File: config.mk
export PLATFORM = sky130hd
export DESIGN_NAME = branch_predict_unit
export DESIGN_NICKNAME = d
export VERILOG_FILES = /design/src/rtl/branch_pkg.sv /design/src/rtl/branch_cond.sv /design/src/rtl/branch_predict_unit.sv
export SDC_FILE = /design/constraint.sdc
export NUM_CORES = 1
export LEC_CHECK = 0
export ABC_AREA = 1
export CELL_PAD_IN_SITES_DETAIL_PLACEMENT = 1
export CELL_PAD_IN_SITES_GLOBAL_PLACEMENT = 2
export CORE_ASPECT_RATIO = 1.1
export CORE_UTILIZATION = 19
export CTS_BUF_LIST = sky130_fd_sc_hd__clkbuf_4 sky130_fd_sc_hd__clkbuf_8
export CTS_CLUSTER_DIAMETER = 100
export CTS_CLUSTER_SIZE = 24
export DETAILED_ROUTE_END_ITERATION = 10
export PLACE_DENSITY_LB_ADDON = 0.1
export REMOVE_ABC_BUFFERS = 1
export SLEW_MARGIN = 20
export SYNTH_ARGS = -nofsm -noshare
export SYNTH_HDL_FRONTEND = slang
export SYNTH_SLANG_ARGS = --single-unit
File: constraint.sdc
create_clock -name clk -period 2.1 [get_ports clk]
set_input_delay 0.42 -clock clk [delete_from_list [all_inputs] [get_ports clk]]
set_output_delay 0.42 -clock clk [all_outputs]
set_load 0.01 [all_outputs]
File: src/rtl/branch_pkg.sv
// Shared types for the branch unit: condition encoding, 2-bit counter states
// and the saturating counter update helpers.
package branch_pkg;

  typedef enum logic [2:0] {
    BR_NONE = 3'd0,
    BR_BEQ  = 3'd1,
    BR_BNE  = 3'd2,
    BR_BGTZ = 3'd3,
    BR_BLTZ = 3'd4,
    BR_BLEZ = 3'd5,
    BR_BGEZ = 3'd6,
    BR_RSVD = 3'd7
  } br_op_t;

  localparam logic [1:0] SNT = 2'b00;
  localparam logic [1:0] WNT = 2'b01;
  localparam logic [1:0] WT  = 2'b10;
  localparam logic [1:0] ST  = 2'b11;

  function automatic logic [1:0] ctr_inc(input logic [1:0] ctr);
    return (ctr == ST) ? ST : ctr + 2'd1;
  endfunction

  function automatic logic [1:0] ctr_dec(input logic [1:0] ctr);
    return (ctr == SNT) ? SNT : ctr - 2'd1;
  endfunction

endpackage

File: src/rtl/branch_cond.sv
// Combinational branch condition evaluator; all magnitude tests treat rs as
// a WIDTH-bit two's complement value, rt only matters for BEQ/BNE.
module branch_cond
  import branch_pkg::*;
#(
  parameter int WIDTH = 32
) (
  input  br_op_t           br_op,
  input  logic [WIDTH-1:0] rs_val,
  input  logic [WIDTH-1:0] rt_val,
  output logic             cond_true
);

  localparam logic signed [WIDTH-1:0] ZERO = '0;

  logic signed [WIDTH-1:0] rs_s;
  assign rs_s = rs_val;

  always_comb begin
    cond_true = 1'b0;
    case (br_op)
      BR_BEQ:  cond_true = (rs_val == rt_val);
      BR_BNE:  cond_true = (rs_val != rt_val);
      BR_BGTZ: cond_true = (rs_s >  ZERO);
      BR_BLTZ: cond_true = (rs_s <  ZERO);
      BR_BLEZ: cond_true = (rs_s <= ZERO);
      BR_BGEZ: cond_true = (rs_s >= ZERO);
      default: cond_true = 1'b0;
    endcase
  end

endmodule

File: src/rtl/branch_predict_unit.sv
// PC-indexed 2-bit counter predictor with decode-stage branch resolution.
// Optional BRANCH_STATS_EN adds branch_cnt / mispred_cnt statistics outputs.
module branch_predict_unit
  import branch_pkg::*;
#(
  parameter int WIDTH     = 32,
  parameter int BHT_DEPTH = 16,
  parameter int INDEX_LSB = 2
) (
  input  logic             clk,
  input  logic             reset,
  input  logic [31:0]      pc_f,
  output logic             pred_taken_f,
  input  logic             res_valid,
  input  logic [31:0]      res_pc,
  input  logic [2:0]       br_op,
  input  logic [WIDTH-1:0] rs_val,
  input  logic [WIDTH-1:0] rt_val,
  input  logic             pred_taken_d,
  input  logic             stall,
  output logic             taken,
  output logic             mispredict
`ifdef BRANCH_STATS_EN
  ,
  output logic [31:0]      branch_cnt,
  output logic [31:0]      mispred_cnt
`endif
);

  localparam int IDX_W = $clog2(BHT_DEPTH);

  br_op_t           op;
  logic             cond_true;
  logic             is_branch;
  logic             upd;
  logic [IDX_W-1:0] idx_f;
  logic [IDX_W-1:0] idx_r;
  logic [1:0]       bht_q [BHT_DEPTH];
  logic [1:0]       bht_d [BHT_DEPTH];

  assign op = br_op_t'(br_op);

  branch_cond #(
    .WIDTH(WIDTH)
  ) u_cond (
    .br_op    (op),
    .rs_val   (rs_val),
    .rt_val   (rt_val),
    .cond_true(cond_true)
  );

  assign is_branch = (op != BR_NONE) && (op != BR_RSVD);
  assign upd       = res_valid & ~stall & is_branch;

  assign taken      = upd & cond_true;
  assign mispredict = upd & (cond_true != pred_taken_d);

  // No tags: any PCs sharing these bits share one counter.
  assign idx_f = pc_f[INDEX_LSB +: IDX_W];
  assign idx_r = res_pc[INDEX_LSB +: IDX_W];

  // Lookup reads the registered table, so a same-cycle update is not bypassed.
  assign pred_taken_f = bht_q[idx_f][1];

  always_comb begin
    bht_d = bht_q;
    if (upd) begin
      bht_d[idx_r] = cond_true ? ctr_inc(bht_q[idx_r]) : ctr_dec(bht_q[idx_r]);
    end
  end

  always_ff @(posedge clk) begin
    if (reset) begin
      for (int i = 0; i < BHT_DEPTH; i++) begin
        bht_q[i] <= WNT;
      end
    end else begin
      bht_q <= bht_d;
    end
  end

`ifdef BRANCH_STATS_EN
  logic [31:0] branch_cnt_q, branch_cnt_d;
  logic [31:0] mispred_cnt_q, mispred_cnt_d;

  always_comb begin
    branch_cnt_d  = branch_cnt_q;
    mispred_cnt_d = mispred_cnt_q;
    if (upd) begin
      branch_cnt_d = branch_cnt_q + 32'd1;
      if (mispredict) begin
        mispred_cnt_d = mispred_cnt_q + 32'd1;
      end
    end
  end

  always_ff @(posedge clk) begin
    if (reset) begin
      branch_cnt_q  <= '0;
      mispred_cnt_q <= '0;
    end else begin
      branch_cnt_q  <= branch_cnt_d;
      mispred_cnt_q <= mispred_cnt_d;
    end
  end

  assign branch_cnt  = branch_cnt_q;
  assign mispred_cnt = mispred_cnt_q;
`endif

endmodule
==> results of run 1 <==
## cell families (layout without fill, tap and decap cells)
kind of cell	after synthesis	count (layout)	share of synthesized area
flip-flops	32	32	0.252
multiplexers	1	1	0.00394
XOR/XNOR	28	28	0.0965
AO/OA/AOI/OAI	78	78	0.182
AND/OR/NAND/NOR	218	219	0.370
buffers and inverters	60	181	0.0960
## power groups by stage
| stage | clock (mW) | sequential (mW) | combinational, mW |
|---|---|---|---|
| after floorplan | 0 | 0.629 | 0.205 |
| after global placement | 0 | 0.630 | 0.494 |
| after detailed placement | 0 | 0.631 | 0.497 |
| after CTS | 0.560 | 0.616 | 0.486 |
| after global routing | 0.579 | 0.617 | 0.574 |
| final | 0.531 | 0.617 | 0.522 |
## per-layer routing
metal,share of wire,routed length (µm),vias to the layer above
met4,0.017,167,0
met1,0.43,4290,1379
li1,-,-,1545
met5,0,0,-
met3,0.050,492,9
met2,0.50,4970,76
## layout make-up
class,instances,area share
timing repair buffer,120,0.230
sequential,32,0.162
inverter,53,0.0503
tap,157,0.0497
multi-input combinational,326,0.483
clock buffer,8,0.0247
## stage by stage
| step | hold WS, ps | setup WS, ps | TNS [ps] | std cells |
|---|---|---|---|---|
| floorplan | 434 | 253 | 0 | 410 |
| global placement | 458 | -908 | -14570 | 683 |
| detailed placement | 453 | -915 | -15500 | 683 |
| CTS | 471 | -102 | -102 | 694 |
| global route | 514 | -132 | -175 | 696 |
| finish | 468 | -16.4 | -16.4 | 696 |
## worst max path at each step
stage | cells past startpoint | end
global placement | 14 | mispredict
floorplan | 12 | mispredict
finish | 14 | mispredict
detailed placement | 14 | mispredict
global route | 15 | mispredict
CTS | 13 | mispredict
## worst max-delay path: cells and delay by family
kind	cells	cell delay, ps
buffers and inverters	2	270
AND/OR/NAND/NOR	12	1000
## Yosys cell counts (all sizes together)
master / instances
nor3: 1
buf: 2
nand3: 5
o21ai: 39
o22ai: 4
o211ai: 3
inv: 53
o31ai: 1
dfxtp: 32
nand4: 3
a22oi: 1
a211oi: 1
nor2: 88
xnor2: 28
a21oi: 28
clkbuf: 5
mux2i: 1
nand2: 120
o211a: 1
and2: 1
## what timing repair did
action / in CTS / in global routing
endpoints found under the setup margin: 35 / 4
cloned: 1 / 1
pin swaps: 85 / 61
resized for setup: 265 / 82
buffers inserted: 2 / 1
## cells in the final DEF (no fill, tap or decap), types with 12 or more instances in the layout
cell      synthesis  routed
nand2_1          91      83
dfxtp_1          32      32
o21ai_0          28      25
buf_6             1      15
a21oi_2          10      12
nand2_2          26      31
buf_2             0      36
xnor2_1          28      16
o21ai_1          11      14
nor2_1           86      63
inv_1            46      42
xnor2_2           0      12
clkbuf_2          0      14
buf_4             0      37
a21oi_1          18      16
nor2_2            2      20
==> flow_summary.toml, run 1 <==
[die]
die_h_um = 123
coreArea_um2 = 12800
rows = 43
die_w_um = 112
die_area_um2 = 13800
num_io_pins = 139
initial_core_util = 0.199

[layout]
largestRegisters = "bht_q: 32 flops"
largest_register_ffs = 32
seq_area_um2 = 641
fin_nets = 674
synthToLayoutAreaGrowth_pct = 55.5
diodes = 0
fill_cells = 1643
top_register = "bht_q"
final_util = 0.309
final_cell_area_um2 = 3950
multiInputGateArea_um2 = 1910
final_layout_size_suffix_gt1_frac = 0.401

[clock_tree]
clk_pin_slew_ps = 60
cts.sinks = 32
root_buffer = "clkbuf_8"
cts_buffers = 5
clockBufferDepth = 2
htreeDepth = 2
cts_hold_buf = 0
clk_latency_ps = 290
cts_tree = "built"

[worst_setup_path]
required_ps = 1680
crit_chain = "buf_2, nor2_4, nand2_2, nor2_1, and2_1, nand2_1, nand3_1, nand2_1, nor2_2, nand2_2, nand2_1, nand2_1, nor2_1, buf_2"
ff2ff_setup_slack_ps = 540
path_class = "input pin to output port"
rr_endpoint = "bht_q[28]$_SDFFE_PP1P_"
crit_path_frequent_cell = "nand2_1"
r2r-start = "bht_q[27]$_SDFFE_PP0P_"
ff2ff_path_depth = 10
critPathArrivalTime_ps = 1700
critPathMaxStageDelay_ps = 160
cp_slowest_cell = "nor2_2"
cp-startpoint = "rs_val[29]"
critPathLaunchType = "input pin"
crit_path_max_fanout = 3
worstSetupEndpointType = "output port"

[grt]
grt_pass1_wl_um = 16100
met2_usage = 0.287
grt_usage = 0.150
grt_overflow = 0
grt_use_met1 = 0.168
antenna_found_initial = 0
gr-usage-met3 = 0.0255
grt_max_degree = 17
grt.busiest_layer = "met2"
grt_pass1_vias = 3220

[power_and_ir_drop]
p_switching_mw = 0.515
p_total_mw = 1.67
cellLeakagePower_nw = 1.81
clkPwrFrac = 0.318
pwr-share-comb = 0.313
p_per_area_nw_per_um2 = 422
swShare = 0.308
ir_worst_vdd_mv = 0.366
seq_power_share = 0.369
p_int_mw = 1.16

[routing]
drt_iter0_markers = 77
wl_um = 9930
viasPerCell = 4.32
postRouteAntennaNets = 0
drt_pre_antenna_iters = 7
num_vias = 3009
drc = 14
routedWlPerCell_um = 14.3

[min_path]
holdPathStages = 2
min_from = "bht_q[30]$_SDFFE_PP1P_"
hp-class = "flop to flop"
min_to = "bht_q[30]$_SDFFE_PP1P_"

[timing]
finalWorstSetupSlack_ps = -16.4
min_period_ps = 2120
hold_violations = 0
worst_pin_slew_ps = 521
rsz0062_at_grt = "true"
fmax_mhz = 472
clock_skew_ps = 5.96
fin_crit_sh = 1.01
slew_headroom = 0.652
finalSetupViolations = 1
slew_violations = 0

[placement]
post_dp_cell_area_um2 = 3790
place_hpwl_um = 7720
gp_congestion = 0.789
port_buffers = 82

[run_status]
violations = "design-rule violations, negative setup slack"
outcome = "complete, but fails checks"

[synthesis]
synthTopCellsByArea = "dfxtp_1 (25%), nand2_1 (13%), nor2_1 (13%)"
ys_ff_latch = 32
syn_area_per_cell_um2 = 6.10
yosys_warnings = 0
synth.top_cell.area_share = 0.252
netlist-cell-type-count = 29
syn-cell-area_um2 = 2540
synth.largest_area_cell = "dfxtp_1"
ys_seq_area_frac = 0.252
syn_inst = 417

[run]
cap_violations = 0
Note: power is estimated with default switching activity, not from simulation.
==> run 2: changes to the inputs <==
--- a/config.mk
+++ b/config.mk
@@ -14,6 +14,7 @@
 export CTS_CLUSTER_DIAMETER = 100
 export CTS_CLUSTER_SIZE = 24
 export DETAILED_ROUTE_END_ITERATION = 10
+export GPL_TIMING_DRIVEN = 1
 export PLACE_DENSITY_LB_ADDON = 0.1
 export REMOVE_ABC_BUFFERS = 1
 export SLEW_MARGIN = 20
==> results of run 2 <==
No change in the layout: final DEF, timing and power equal those of run 1.
